==> src/rtl/axis_arb_pkg.sv <==
// rtl/axis_arb_pkg.sv - shared state type, widths and saturating counter helper for the frame arbiter
package axis_arb_pkg;

   typedef enum logic [1:0] {
      IDLE = 2'd0,
      ARB  = 2'd1,
      XFER = 2'd2
   } state_e;

   localparam int TDATA_W = 32;
   localparam int CNT_W   = 16;

   // Adds a small amount and clamps at all-ones instead of wrapping.
   function automatic logic [CNT_W-1:0] sat_inc(input logic [CNT_W-1:0] cnt,
                                                input logic [3:0]       amt);
      logic [CNT_W:0] sum;
      sum = {1'b0, cnt} + {{(CNT_W-3){1'b0}}, amt};
      return sum[CNT_W] ? {CNT_W{1'b1}} : sum[CNT_W-1:0];
   endfunction

endpackage

==> src/rtl/rr_arbiter.sv <==
// rtl/rr_arbiter.sv - combinational round-robin picker: first requester at or after ptr, wrapping
module rr_arbiter #(
   parameter int N     = 2,
   parameter int PTR_W = 1
) (
   input  logic [N-1:0]     req,
   input  logic [PTR_W-1:0] ptr,
   output logic [N-1:0]     gnt
);

   logic found;
   int   idx;

   always_comb begin
      gnt   = '0;
      found = 1'b0;
      idx   = 0;
      for (int k = 0; k < N; k++) begin
         idx = int'(ptr) + k;
         if (idx >= N) idx = idx - N;
         if (!found && req[idx]) begin
            gnt[idx] = 1'b1;
            found    = 1'b1;
         end
      end
   end

endmodule

==> src/rtl/axis_frame_arbiter.sv <==
// rtl/axis_frame_arbiter.sv - per-frame round-robin sharing of one 32-bit stream between NUM_SRC sources
module axis_frame_arbiter
   import axis_arb_pkg::*;
#(
   parameter int NUM_SRC        = 2,
   parameter int LEN_W          = 16,
   parameter bit DROP_UNALIGNED = 1'b1
) (
   input  logic                       s_axi_aclk,
   input  logic                       s_axi_aresetn,
   input  logic [LEN_W-1:0]           frame_len,
   input  logic [NUM_SRC-1:0]         s_axis_tvalid,
   output logic [NUM_SRC-1:0]         s_axis_tready,
   input  logic [NUM_SRC-1:0]         s_axis_sof,
   input  logic [TDATA_W*NUM_SRC-1:0] s_axis_tdata,
   output logic                       m_axis_tvalid,
   input  logic                       m_axis_tready,
   output logic                       m_axis_sof,
   output logic [TDATA_W-1:0]         m_axis_tdata,
   output logic [NUM_SRC-1:0]         grant,
   output logic [CNT_W-1:0]           drop_cnt,
   output logic [CNT_W-1:0]           sof_err_cnt
);

   localparam int PTR_W = $clog2(NUM_SRC);

   state_e             state, state_next;
   logic [PTR_W-1:0]   rr_ptr, grant_idx, arb_idx;
   logic [LEN_W-1:0]   len, beat_cnt;
   logic [NUM_SRC-1:0] req, arb_gnt, drain;
   logic               g_valid, g_sof, beat, last_beat;
   logic [3:0]         drain_n;

   assign req = s_axis_tvalid & s_axis_sof;

   rr_arbiter #(.N(NUM_SRC), .PTR_W(PTR_W)) u_rr (
      .req (req),
      .ptr (rr_ptr),
      .gnt (arb_gnt)
   );

   // grant is only non-zero in XFER, so the mux output is zero everywhere else
   always_comb begin
      g_valid      = 1'b0;
      g_sof        = 1'b0;
      m_axis_tdata = '0;
      arb_idx      = '0;
      for (int i = 0; i < NUM_SRC; i++) begin
         if (grant[i]) begin
            g_valid      = s_axis_tvalid[i];
            g_sof        = s_axis_sof[i];
            m_axis_tdata = s_axis_tdata[i*TDATA_W +: TDATA_W];
         end
         if (arb_gnt[i]) arb_idx = PTR_W'(i);
      end
   end

   assign m_axis_tvalid = (state == XFER) && g_valid;
   assign m_axis_sof    = m_axis_tvalid && (beat_cnt == '0);
   assign beat          = m_axis_tvalid && m_axis_tready;
   assign last_beat     = beat && (beat_cnt == len - LEN_W'(1));

   // Misaligned beats from non-owners are swallowed so they cannot block a later sof
   always_comb begin
      drain   = '0;
      drain_n = '0;
      for (int i = 0; i < NUM_SRC; i++) begin
         drain[i] = DROP_UNALIGNED && !grant[i] && s_axis_tvalid[i] && !s_axis_sof[i];
         drain_n  = drain_n + {3'b000, drain[i]};
         s_axis_tready[i] = s_axi_aresetn && (grant[i] ? m_axis_tready : drain[i]);
      end
   end

   always_comb begin
      state_next = state;
      unique case (state)
         IDLE:    if (|req) state_next = ARB;
         ARB:     state_next = (|arb_gnt) ? XFER : IDLE;
         XFER:    if (last_beat) state_next = IDLE;
         default: state_next = IDLE;
      endcase
   end

   always_ff @(posedge s_axi_aclk or negedge s_axi_aresetn) begin
      if (!s_axi_aresetn) state <= IDLE;
      else                state <= state_next;
   end

   always_ff @(posedge s_axi_aclk or negedge s_axi_aresetn) begin
      if (!s_axi_aresetn) begin
         grant     <= '0;
         grant_idx <= '0;
         rr_ptr    <= '0;
         len       <= '0;
         beat_cnt  <= '0;
      end else if (state == ARB) begin
         grant     <= arb_gnt;
         grant_idx <= arb_idx;
         len       <= (frame_len == '0) ? LEN_W'(1) : frame_len;
         beat_cnt  <= '0;
      end else if (beat) begin
         if (last_beat) begin
            grant    <= '0;
            beat_cnt <= '0;
            rr_ptr   <= (grant_idx == PTR_W'(NUM_SRC-1)) ? '0 : grant_idx + 1'b1;
         end else begin
            beat_cnt <= beat_cnt + 1'b1;
         end
      end
   end

   always_ff @(posedge s_axi_aclk or negedge s_axi_aresetn) begin
      if (!s_axi_aresetn) begin
         drop_cnt    <= '0;
         sof_err_cnt <= '0;
      end else begin
         if (drain_n != 4'd0) drop_cnt <= sat_inc(drop_cnt, drain_n);
         if (beat && g_sof && (beat_cnt != '0)) sof_err_cnt <= sat_inc(sof_err_cnt, 4'd1);
      end
   end

endmodule
==> config.mk <==
export PLATFORM = sky130hd
export DESIGN_NAME = axis_frame_arbiter
export DESIGN_NICKNAME = d
export VERILOG_FILES = /design/src/rtl/axis_arb_pkg.sv /design/src/rtl/rr_arbiter.sv /design/src/rtl/axis_frame_arbiter.sv
export SDC_FILE = /design/constraint.sdc
export NUM_CORES = 1
export LEC_CHECK = 0
export ABC_AREA = 1
export BUFFER_PORTS_ARGS = -buffer_cell sky130_fd_sc_hd__buf_4
export CORE_MARGIN = 5
export CORE_UTILIZATION = 47
export CTS_CLUSTER_DIAMETER = 200
export CTS_CLUSTER_SIZE = 30
export DETAILED_ROUTE_END_ITERATION = 10
export MAX_ROUTING_LAYER = met4
export PLACE_DENSITY_LB_ADDON = 0.1
export SYNTH_ARGS = -nofsm -noshare
export SYNTH_HDL_FRONTEND = slang
export SYNTH_SLANG_ARGS = --single-unit
==> constraint.sdc <==
create_clock -name s_axi_aclk -period 2.7 [get_ports s_axi_aclk]
set_input_delay 0.675 -clock s_axi_aclk [delete_from_list [all_inputs] [get_ports s_axi_aclk]]
set_output_delay 0.675 -clock s_axi_aclk [all_outputs]
set_load 0.1 [all_outputs]
==> qor.yml, run 1 <==
status: "complete, no violations"
cts_tree: "yes"
drtIter0Drc: 337
share_seq_of_total_power: 0.212
max_slew.worst_pin.slew_ps: 871
path_class: "reg2out"
synth_cell_types: 35
worstSetupEndpointType: "output port"
antenna_violating_nets_post_route: 0
crit_path_max_incr_delay_ps: 440
layout-drive-gt1-share: 0.253
fp.dieW_um: 113
number_of_instances_in_the_placed_design: 1022
cts_inserted_buffers: 9
crit_arrival_ps: 1940
post_drt_via_cell_ratio: 5.14
power.total_mw: 7.49
cts_root_buf: "sky130_fd_sc_hd__clkbuf_8"
critical_path.max_fanout: 5
most_frequent_cells_in_the_layout: "sky130_fd_sc_hd__nand2_1 (241), sky130_fd_sc_hd__buf_4 (172), sky130_fd_sc_hd__nand3_1 (94)"
grt_max_degree: 71
detail_route.wirelength_mm: 14.9
worst_ir_drop_vdd_mv: 0.771
min_path_type: "reg2reg"
grt_pass1_wl_mm: 24.0
gr-total-overflow: 0
gr-usage-all-layers: 0.234
finalSetupViolations: 0
finish.instance_area_um2: 6670
finClkSkew_ps: 12.8
cts_max_path_buffers: 2
layout.nets: 996
dpl.hpwl_mm: 11.6
synthesis.nets: 835
area_delta_synth_final_pct: 32.7
vias: 5344
timing.final.crit_period_ps: 2610
finalNonFillerCells: 1040
synthesis.yosys.warnings: 0
syn_avg_cell_area_um2: 6.80
chipHeight_um: 113
rsz_0062_raised_after_global_routing: "no"
portBuffers: 156
critical_path.slowest_cell: "sky130_fd_sc_hd__dfrtp_1"
synthCells: 739
remaining_drc_errors: 0
number_of_hold_violations_in_the_final_report: 0
timing.final.crit_share: 0.968
finalSetupTns_ps: 0
wl_per_cell_um: 14.4
num-fill-cells: 926
comb_power_share: 0.647
synth-edff-count: 0
post_synth_instance_area_um2: 5020
cellInternalPower_mw: 3.10
p_per_area_nw_per_um2: 1120
cts_hold_buffers: 0
ys.flop_type: "sky130_fd_sc_hd__dfrtp_1"
critical_path.startpoint_type: "flop"
clock.fmax_mhz: 383
final_common_cell: "sky130_fd_sc_hd__nand2_1"
placed_cell_area_um2: 6380
ys_ff_latch: 70
critical_path_buf_inv_count: 2
p_sw_frac: 0.586
synth.yosys.seq_area_share: 0.349
floorplan_die_area_um2: 12900
drt_pass1_iterations: 5
worstPathCellList: "inv_1, ha_1, nand4_1, nor4_2, nand3_1, nor2_2, buf_12"
timing.critical_path.max_delay_family: "simple AND/OR/NAND/NOR gates"
fp-row-count: 37
place_congestion: 0.921
antenna_violations_before_repair: 0
power_frac_clock: 0.141
floorplan.core_area_um2: 10400
p_sw_mw: 4.39
cts.reportedPaths.clkPinSlew_ps: 80
worst-endpoint-required_ps: 2030
p_leak_nw: 3.56
clock_sinks: 70
insertion_delay_ps: 360
max_slew_margin: 0.419
insertedDiodeCount: 0
synthArstFlopShare: 1.00
cts_htree_levels: 3
drv.max_cap_violation_count: 0
io-pin-count: 157
timing.final.max_slew_violations: 0
floorplan.initialDensity: 0.484
grt_pass1_vias: 5118
-- stage by stage --
| stage | hold slack [ps] | util | setup slack, ps |
|---|---|---|---|
| floorplan | 379 | - | 7.16 |
| global placement | 415 | 0.615 | -73.5 |
| detailed placement | 421 | 0.615 | -191 |
| CTS | 439 | 0.640 | 53.3 |
| global route | 467 | 0.643 | 3.75 |
| finish | 437 | 0.643 | 85.9 |
-- power by group through the flow --
| stage | Sequential, mW | Clock, mW | Combinational, mW |
|---|---|---|---|
| after global routing | 1.63 | 1.13 | 5.14 |
| after detailed placement | 1.60 | 0 | 4.78 |
| after global placement | 1.59 | 0 | 4.72 |
| after floorplan | 2.11 | 0 | 3.24 |
| after CTS | 1.58 | 1.08 | 4.82 |
| final | 1.59 | 1.06 | 4.84 |
-- synth_stat cells (3+ instances only) --
| master | count | share of area |
|---|---|---|
| sky130_fd_sc_hd__nand4_1 | 15 | 0.019 |
| sky130_fd_sc_hd__buf_1 | 3 | 0.0022 |
| sky130_fd_sc_hd__dfrtp_1 | 70 | 0.35 |
| sky130_fd_sc_hd__nor4_1 | 10 | 0.012 |
| sky130_fd_sc_hd__a21oi_1 | 4 | 0.0040 |
| sky130_fd_sc_hd__o21ai_0 | 34 | 0.034 |
| sky130_fd_sc_hd__buf_2 | 4 | 0.0040 |
| sky130_fd_sc_hd__nand3_1 | 95 | 0.095 |
| sky130_fd_sc_hd__nor3_1 | 17 | 0.017 |
| sky130_fd_sc_hd__xor2_1 | 30 | 0.052 |
| sky130_fd_sc_hd__ha_1 | 8 | 0.020 |
| sky130_fd_sc_hd__nand3b_1 | 7 | 0.010 |
| sky130_fd_sc_hd__xnor2_1 | 5 | 0.0087 |
| sky130_fd_sc_hd__inv_1 | 86 | 0.064 |
| sky130_fd_sc_hd__nand2_1 | 241 | 0.18 |
| sky130_fd_sc_hd__nor2_1 | 57 | 0.043 |
| sky130_fd_sc_hd__nor2_2 | 11 | 0.014 |
| sky130_fd_sc_hd__mux2_2 | 9 | 0.020 |
| sky130_fd_sc_hd__clkbuf_1 | 12 | 0.0090 |
-- state kept, by name, indices dropped and copies added, names as in the netlist --
| register | count |
|---|---|
| drop_cnt | 16 |
| rr_ptr | 1 |
| state | 2 |
| len | 16 |
| sof_err_cnt | 16 |
| grant_idx | 1 |
| beat_cnt | 16 |
| grant | 2 |
-- timing repair --
action / in CTS / in global routing
buffers inserted: 1 / 2
gates resized for setup: 3 / 2
cloned: 0 / 0
pin swaps: 1 / 2
setup endpoints to repair: 1 / 1
-- cells by family after synthesis --
family	count (synthesis)	share of synthesized area
muxes	9	0.0202
adders and majority gates	9	0.0239
AOI/OAI and AO/OA	44	0.0471
xor gates and xnor gates	35	0.0610
buffers and inverters	110	0.0899
and+or+nand+nor	462	0.409
DFF	70	0.349
-- metal layers --
metal / global-route usage / share of wire / up-vias
li1: - / - / 2686
met1: 0.290 / 0.42 / 2481
met2: 0.383 / 0.50 / 145
met3: 0.0393 / 0.049 / 32
met4: 0.0929 / 0.031 / 0
met5: - / 0 / -
-- path summary, 6_finish.rpt --
path | start | endpoint | slack [ps] | depth (start not counted)
max | beat_cnt[1] | m_axis_sof | 90 | 7
min | state[1] | state[0] | 440 | 1
max reg2reg | grant[0] | drop_cnt[9] | 240 | 12
min reg2reg | state[1] | state[0] | 440 | 1
max in group asynchronous | s_axi_aresetn | grant[1] | 1500 | 2
min in group asynchronous | s_axi_aresetn | drop_cnt[10] | 530 | 2
-- final cells by class --
| type | instances | area (um2) | share of cell area |
|---|---|---|---|
| multi-input combinational | 559 | 2860 | 0.428 |
| sequential | 70 | 1760 | 0.264 |
| timing repair buffer | 173 | 1310 | 0.197 |
| inverter | 87 | 328 | 0.0492 |
| tap | 136 | 170 | 0.0255 |
| clock buffer | 10 | 138 | 0.0206 |
| clock inverter | 5 | 108 | 0.0161 |
No activity file was read; power rests on OpenSTA's default activity.
==> run 2, diff against run 1 <==
- ABC_AREA: 1 -> 0
- CORE_MARGIN: 5 -> unset
- CORE_UTILIZATION: 47 -> 46
==> run 2 against run 1 <==
The flow now finishes with violations (setup timing); die area is 23% lower; non-clock buffer count is 21 higher; first-iteration DRC count is 58% lower; clock power is 14% lower; hold slack better by 36 ps; utilization is 3.8 points higher.
==> qor.yml, run 2 <==
number_of_hold_violations_in_the_final_report: 0  # unchanged
floorplan.core_area_um2: 9200  # -11%
status: "complete, but fails checks"
cts_inserted_buffers: 9  # unchanged
final_common_cell: "sky130_fd_sc_hd__buf_4"
insertedDiodeCount: 0  # unchanged
chipHeight_um: 99.3  # -12%
worst-endpoint-required_ps: 2980  # +950 ps
num-fill-cells: 767  # -17%
cts_htree_levels: 3  # unchanged
worstSetupEndpointType: "flop"
cts_max_path_buffers: 2  # unchanged
post_synth_instance_area_um2: 4360  # -13%
timing.final.crit_period_ps: 2750  # +139 ps
area_delta_synth_final_pct: 43.7
path_class: "reg2reg"
synth.yosys.seq_area_share: 0.402  # +0.0534
antenna_violating_nets_post_route: 0  # unchanged
timing.final.crit_share: 1.02  # +0.0513
power_frac_clock: 0.128  # -0.013
worstRegToRegCells: 11  # -1
ys.flop_type: "sky130_fd_sc_hd__dfrtp_1"
vias: 4387  # -18%
fp.dieW_um: 99.3  # -12%
synth_cell_types: 51  # +46%
fp-row-count: 35  # -5.4%
synthCells: 500  # -32%
synth-edff-count: 0  # unchanged
synthDominantAreaCellType: "sky130_fd_sc_hd__dfrtp_1"
remaining_drc_errors: 0  # unchanged
portBuffers: 156  # unchanged
gr-total-overflow: 0  # unchanged
worst_ir_drop_vdd_mv: 1.25  # +62%
reg_to_reg_critical_path_startpoint: "len[0]"
p_sw_frac: 0.567  # -0.0188
layout-drive-gt1-share: 0.404  # +0.151
timing.hold.worst_path_depth: 1  # unchanged
placed_cell_area_um2: 5880  # -7.9%
critical_path.startpoint_type: "flop"
antenna_violations_before_repair: 0  # unchanged
p_per_area_nw_per_um2: 1140  # +1.1%
most_frequent_cells_in_the_layout: "sky130_fd_sc_hd__buf_4 (188), sky130_fd_sc_hd__nand2_1 (87), sky130_fd_sc_hd__dfrtp_1 (68)"
failed_checks: "setup timing"
finish.instance_area_um2: 6260  # -6.1%
ys_ff_latch: 70  # unchanged
netlist.area_leader.share: 0.402  # +0.0534
drt_pass1_iterations: 5  # unchanged
cts.reportedPaths.clkPinSlew_ps: 80  # about the same
cellInternalPower_mw: 3.07  # -0.80%
synthArstFlopShare: 1.00  # unchanged
floorplan.initialDensity: 0.474  # -0.0107
layout.nets: 769  # -23%
max_slew_margin: 0.404  # -0.0154
max_slew.worst_pin.slew_ps: 894  # +23.2 ps
rsz_0062_raised_after_global_routing: "yes"
floorplan_die_area_um2: 9860  # -23%
largest_cells_by_area_after_synthesis: "sky130_fd_sc_hd__dfrtp_1 (40%), sky130_fd_sc_hd__nand2_1 (7.5%), sky130_fd_sc_hd__a22o_1 (6.4%)"
clock_sinks: 70  # unchanged
post-synth-top-count-cell: "sky130_fd_sc_hd__nand2_1"
power.total_mw: 7.10  # -5.1%
synth.top_cells.by_count: "sky130_fd_sc_hd__nand2_1 (87), sky130_fd_sc_hd__dfrtp_1 (70), sky130_fd_sc_hd__nor3_1 (35)"
place_congestion: 0.981  # +6.5%
crit_arrival_ps: 3040  # +1100 ps
dpl.hpwl_mm: 9.49  # -18%
syn_avg_cell_area_um2: 8.71  # +28%
hold_start: "grant_idx"
hold_end: "rr_ptr"
wl_per_cell_um: 16.4  # +14%
timing.final.max_slew_violations: 0  # unchanged
drtIter0Drc: 143  # -58%
drv.max_cap_violation_count: 0  # unchanged
r2r_end: "beat_cnt[7]"
synthesis.nets: 596  # -29%
grt_max_degree: 71  # unchanged
detail_route.wirelength_mm: 13.0  # -13%
p_leak_nw: 3.07  # -14%
clock.fmax_mhz: 363  # -5.0%
finClkSkew_ps: 12.8  # +0.0357 ps
min_path_type: "reg2reg"
p_sw_mw: 4.03  # -8.2%
comb_power_share: 0.660  # +0.013
rrSetupSlack_ps: -50  # -290 ps
cts_tree: "yes"
share_seq_of_total_power: 0.211  # about the same
insertion_delay_ps: 360  # about the same
grt_pass1_wl_mm: 20.6  # -14%
synthesis.yosys.warnings: 0  # unchanged
post_drt_via_cell_ratio: 5.56  # +8.2%
cts_root_buf: "sky130_fd_sc_hd__clkbuf_8"
gr-usage-all-layers: 0.273  # +0.0391
io-pin-count: 157  # unchanged
worst_slack_ps: -52.7  # -139 ps
critical_path.max_fanout: 14  # +9
cts_hold_buffers: 0  # unchanged
grt_pass1_vias: 4266  # -17%
finalSetupViolations: 17  # +17
==> run 2: cell type report <==
type                    count  area (um2)  area share
clock buffers              12         155      0.0248
clock inverters             4        53.8     0.00860
inverters                  17        66.3      0.0106
multi-input cells         381        2600       0.416
flip-flops and latches     70        1760       0.281
well taps                 111         139      0.0222
repair buffers            194        1490       0.238
==> run 2: cells by family (layout without fill, tap and decap cells) <==
logic type / count (synthesis) / in the layout / synth area share
AOI/OAI and AO/OA: 81 / 81 / 0.141
xor gates and xnor gates: 51 / 51 / 0.103
adders and majority gates: 9 / 9 / 0.0276
buffers and inverters: 49 / 227 / 0.0457
DFF: 70 / 70 / 0.402
muxes: 5 / 5 / 0.0118
and+or+nand+nor: 235 / 235 / 0.269
==> run 2: worst max-delay path, cell delays in order (launching register included) <==
cell	delay, ps
sky130_fd_sc_hd__dfrtp_1	410
sky130_fd_sc_hd__buf_6	130
sky130_fd_sc_hd__inv_4	50
sky130_fd_sc_hd__ha_4	120
sky130_fd_sc_hd__or3b_4	390
sky130_fd_sc_hd__buf_4	150
sky130_fd_sc_hd__or4_1	520
sky130_fd_sc_hd__a21o_1	220
sky130_fd_sc_hd__a31oi_4	190
sky130_fd_sc_hd__nor4_4	80
sky130_fd_sc_hd__buf_4	210
sky130_fd_sc_hd__nor3_1	190
==> run 2: worst max path at each step <==
stage	from	end	slack, ps
3_3_place_gp	len[0]	beat_cnt[10]	40
6_report	len[0]	beat_cnt[7]	-50
3_5_place_dp	len[0]	rr_ptr	-130
2_1_floorplan	len[0]	rr_ptr	-40
5_1_grt	len[0]	beat_cnt[9]	-160
4_1_cts	len[0]	rr_ptr	-20
==> run 2: per-stage QoR <==
step                      hold WS [ps]  instances  utilization  worst slack [ps]  setup TNS (ps)
after floorplan                    379        500            -             -37.7           -39.1
after global placement             434        771        0.639              38.2               0
after detailed placement           454        771        0.639              -132           -2350
after CTS                          468        789        0.670             -20.5           -69.9
after global routing               482        789        0.681              -164           -2440
final                              473        789        0.681             -52.7            -527
==> run 2: power groups by stage <==
| stage | logic [mW] | registers [mW] | clock network, mW |
|---|---|---|---|
| 2_1_floorplan | 3.09 | 1.85 | 0 |
| 3_3_place_gp | 4.45 | 1.49 | 0 |
| 3_5_place_dp | 4.49 | 1.51 | 0 |
| 4_1_cts | 4.59 | 1.49 | 0.914 |
| 5_1_grt | 4.91 | 1.54 | 0.960 |
| 6_report | 4.69 | 1.50 | 0.912 |
==> run 2: what timing repair did <==
item	in CTS	in global routing
gates cloned	0	0
pin swaps	6	0
setup buffers	2	0
gates resized for setup	15	20
setup endpoints to repair	47	36
==> run 2: layer usage <==
layer,track usage,part of all wire,up-vias
met5,-,0,-
met4,0.0939,0.014,0
met3,0.0394,0.046,12
met2,0.467,0.52,124
met1,0.331,0.42,2124
li1,-,-,2127
==> run 3, diff against run 2 <==
- CORE_UTILIZATION: 46 -> 50
- SYNTH_HIERARCHICAL: unset -> 1
- clock period: 2.7 -> 3.1 ns (I/O delays scaled with it)
==> run 3 against run 2 <==
The run now ends clean; worst setup slack improved by 300 ps; largest cell class unchanged; die area shrank 7.3%; critical endpoint is now rr_ptr; combinational power decreased by 79%; clock power shrank 23%.
==> qor.yml, run 3 <==
layout-drive-gt1-share: 0.306  # -0.0978
post-place-ws_ps: 63.4  # +195 ps
power.total_mw: 2.78  # -61%
yosys.area_share.xor_xnor: 0.0991  # -0.00344
syn_avg_cell_area_um2: 8.62  # -1.0%
cellInternalPower_mw: 1.58  # -49%
num-fill-cells: 687  # -10%
cts.reportedPaths.clkPinSlew_ps: 80  # about the same
post_drt_via_cell_ratio: 5.60  # +0.77%
finish.instance_area_um2: 5890  # -5.9%
timing.final.max_slew_violations: 0  # unchanged
synth_cell_types: 53  # +3.9%
finalSetupTns_ps: 0  # +527 ps
synthArstFlopShare: 1.00  # unchanged
power_frac_clock: 0.251  # +0.123
most_frequent_cells_in_the_layout: "sky130_fd_sc_hd__buf_4 (170), sky130_fd_sc_hd__nand2_1 (93), sky130_fd_sc_hd__dfrtp_1 (68)"
synthCells: 508  # +1.6%
number_of_instances_in_the_placed_design: 755  # -2.1%
synth-compound-area-share: 0.154  # +0.0135
area_delta_synth_final_pct: 34.5
place_congestion: 0.885  # -9.8%
fp-row-count: 33  # -5.7%
cts_hold_buffers: 0  # unchanged
antenna_violating_nets_post_route: 0  # unchanged
worst-endpoint-required_ps: 3380  # +400 ps
synth.top_cells.by_count: "sky130_fd_sc_hd__nand2_1 (93), sky130_fd_sc_hd__dfrtp_1 (70), sky130_fd_sc_hd__nor2_1 (39)"
cts_max_path_buffers: 2  # unchanged
worst_ir_drop_vdd_mv: 0.545  # -56%
area.sequential_um2: 1760  # unchanged
ys_ff_latch: 70  # unchanged
insertion_delay_ps: 360  # about the same
synthDominantAreaCellType: "sky130_fd_sc_hd__dfrtp_1"
rrSetupSlack_ps: 240  # +300 ps
cts_htree_levels: 3  # unchanged
layout.nets: 757  # -1.6%
synth_adder_area_share: 0.0274  # -0.000158
synth-edff-count: 0  # unchanged
finClkSkew_ps: 12.3  # -0.542 ps
detail_route.wirelength_mm: 12.4  # -4.5%
r2r_end: "rr_ptr"
rsz_0062_raised_after_global_routing: "no"
synth.area.mux_share: 0.0143  # +0.00250
timing.final.crit_period_ps: 2860  # +103 ps
cts_root_buf: "sky130_fd_sc_hd__clkbuf_8"
placed_cell_area_um2: 5710  # -2.9%
worst_hold_slack_ps: 462  # -11.0 ps
crit_arrival_ps: 3130  # +90 ps
synth_top_family_by_area: "simple AND/OR/NAND/NOR gates"
comb_power_share: 0.346  # -0.314
p_leak_nw: 2.94  # -4.5%
vias: 4320  # -1.5%
area_taken_by_multi_input_logic_gates_um2: 2470  # -5.0%
floorplan_die_area_um2: 9140  # -7.3%
post_synth_instance_area_um2: 4380  # +0.57%
antenna_violations_before_repair: 0  # unchanged
critical_path.slowest_cell: "sky130_fd_sc_hd__or4_4"
synth.yosys.seq_area_share: 0.400  # -0.00230
netlist.area_leader.share: 0.400  # -0.00230
utilization: 0.706  # +0.0259
dpl.hpwl_mm: 9.58  # +0.93%
clock.fmax_mhz: 350  # -3.6%
worst_slack_ps: 244  # +297 ps
final_common_cell: "sky130_fd_sc_hd__buf_4"
gr-total-overflow: 0  # unchanged
status: "complete, no violations"
worstRegToRegCells: 9  # -2
synthesis.nets: 604  # +1.3%
drv.max_cap_violation_count: 0  # unchanged
ys.flop_type: "sky130_fd_sc_hd__dfrtp_1"
worstPathCellList: "inv_1, ha_1, or4b_4, or4_4, a2111oi_2, nand4_1, nor2_1, buf_4, mux2i_1"
timing.final.crit_share: 0.921  # -0.0984
critical_path.max_fanout: 6  # -8
grt_max_degree: 71  # unchanged
crit_path_max_incr_delay_ps: 530  # about the same
cts_inserted_buffers: 9  # unchanged
fp.dieW_um: 95.6  # -3.7%
min_path_type: "reg2reg"
cts_setup_buffers: 0  # -2
post-synth-top-count-cell: "sky130_fd_sc_hd__nand2_1"
cts.repair.resized: 0  # -15
p_sw_frac: 0.433  # -0.134
synthesis.yosys.warnings: 6  # +6
critical_path.startpoint_type: "flop"
clock_sinks: 70  # unchanged
finalNonFillerCells: 771  # -2.3%
drtIter0Drc: 220  # +54%
drt_pass1_iterations: 6  # +1
portBuffers: 156  # unchanged
floorplan.core_area_um2: 8340  # -9.3%
p_sw_mw: 1.21  # -70%
gr-usage-all-layers: 0.290  # +0.0172
finalSetupViolations: 0  # -17
chipHeight_um: 95.6  # -3.7%
max_slew.worst_pin.slew_ps: 862  # -32.8 ps
reg_to_reg_critical_path_startpoint: "len[1]"
worstSetupEndpointType: "flop"
number_of_hold_violations_in_the_final_report: 0  # unchanged
p_per_area_nw_per_um2: 472  # -58%
timing.hold.worst_path_depth: 1  # unchanged
path_class: "reg2reg"
synth-simple-area-share: 0.261  # -0.00811
io-pin-count: 157  # unchanged
floorplan.initialDensity: 0.525  # +0.0516
wl_per_cell_um: 16.0  # -2.3%
hold_start: "grant_idx"
grt_pass1_wl_mm: 19.7  # -4.4%
largest_cells_by_area_after_synthesis: "sky130_fd_sc_hd__dfrtp_1 (40%), sky130_fd_sc_hd__nand2_1 (8.0%), sky130_fd_sc_hd__a22o_1 (6.6%)"
cts_tree: "yes"
share_seq_of_total_power: 0.402  # +0.191
remaining_drc_errors: 0  # unchanged
insertedDiodeCount: 0  # unchanged
hold_end: "rr_ptr"
grt_pass1_vias: 4080  # -4.4%
max_slew_margin: 0.426  # +0.0219
[run 3: changes by cell type after synthesis, moves of 6 or more]
cell	previous run	this run
sky130_fd_sc_hd__nor2_1	18	39
sky130_fd_sc_hd__nand2_1	87	93
sky130_fd_sc_hd__or4_1	10	3
sky130_fd_sc_hd__xor2_1	20	33
sky130_fd_sc_hd__o21ai_0	11	18
sky130_fd_sc_hd__xnor2_1	31	14
sky130_fd_sc_hd__nor3_1	35	12
[run 3: critical path, delay by kind of cell, from the launching register on]
| family | cells | cell delay (ps) |
|---|---|---|
| AO/OA/AOI/OAI | 1 | 310 |
| AND/OR/NAND/NOR | 4 | 1400 |
| adder cells (fa/ha/maj) | 1 | 150 |
| multiplexers | 1 | 190 |
| buffers and inverters | 2 | 270 |
| flip-flops | 1 | 460 |
[run 3: worst max-delay path by stage]
stage / from / to / slack [ps] / depth (start not counted)
final: len[1] / rr_ptr / 240 / 9
after global routing: len[1] / rr_ptr / 6 / 9
after CTS: len[1] / rr_ptr / 260 / 9
after detailed placement: s_axis_sof[0] / drop_cnt[10] / 60 / 13
after global placement: s_axis_sof[0] / drop_cnt[8] / 130 / 13
after floorplan: grant[1] / drop_cnt[10] / 4 / 13
[run 3: cell families (layout without fill, tap and decap cells)]
logic type | Yosys count | in the layout
and+or+nand+nor | 236 | 236
buffers and inverters | 47 | 205
AOI/OAI and AO/OA | 92 | 92
xor gates and xnor gates | 48 | 48
muxes | 6 | 6
adders and majority gates | 9 | 9
DFF | 70 | 70
[run 3: power groups by stage]
stage | clock (mW) | combinational (mW) | sequential (mW)
3_3_place_gp | 0 | 0.952 | 1.13
4_1_cts | 0.714 | 0.969 | 1.11
6_report | 0.700 | 0.963 | 1.12
2_1_floorplan | 0 | 0.403 | 1.40
5_1_grt | 0.757 | 1.01 | 1.13
3_5_place_dp | 0 | 0.967 | 1.13
[run 3: cell type report]
class	count	share of cell area
Multi-Input combinational cell	391	0.419
Sequential cell	70	0.298
Timing Repair Buffer	170	0.217
Tap cell	105	0.0223
Clock buffer	9	0.0210
Inverter	19	0.0121
Clock inverter	7	0.0104
[run 3: per-layer routing]
metal | up-vias | routed length, um | GRT usage | part of all wire
met1 | 2051 | 5320 | 0.368 | 0.43
met5 | - | 0 | - | 0
met3 | 19 | 666 | 0.0574 | 0.054
met2 | 152 | 6120 | 0.460 | 0.49
met4 | 0 | 263 | 0.108 | 0.021
li1 | 2098 | - | - | -
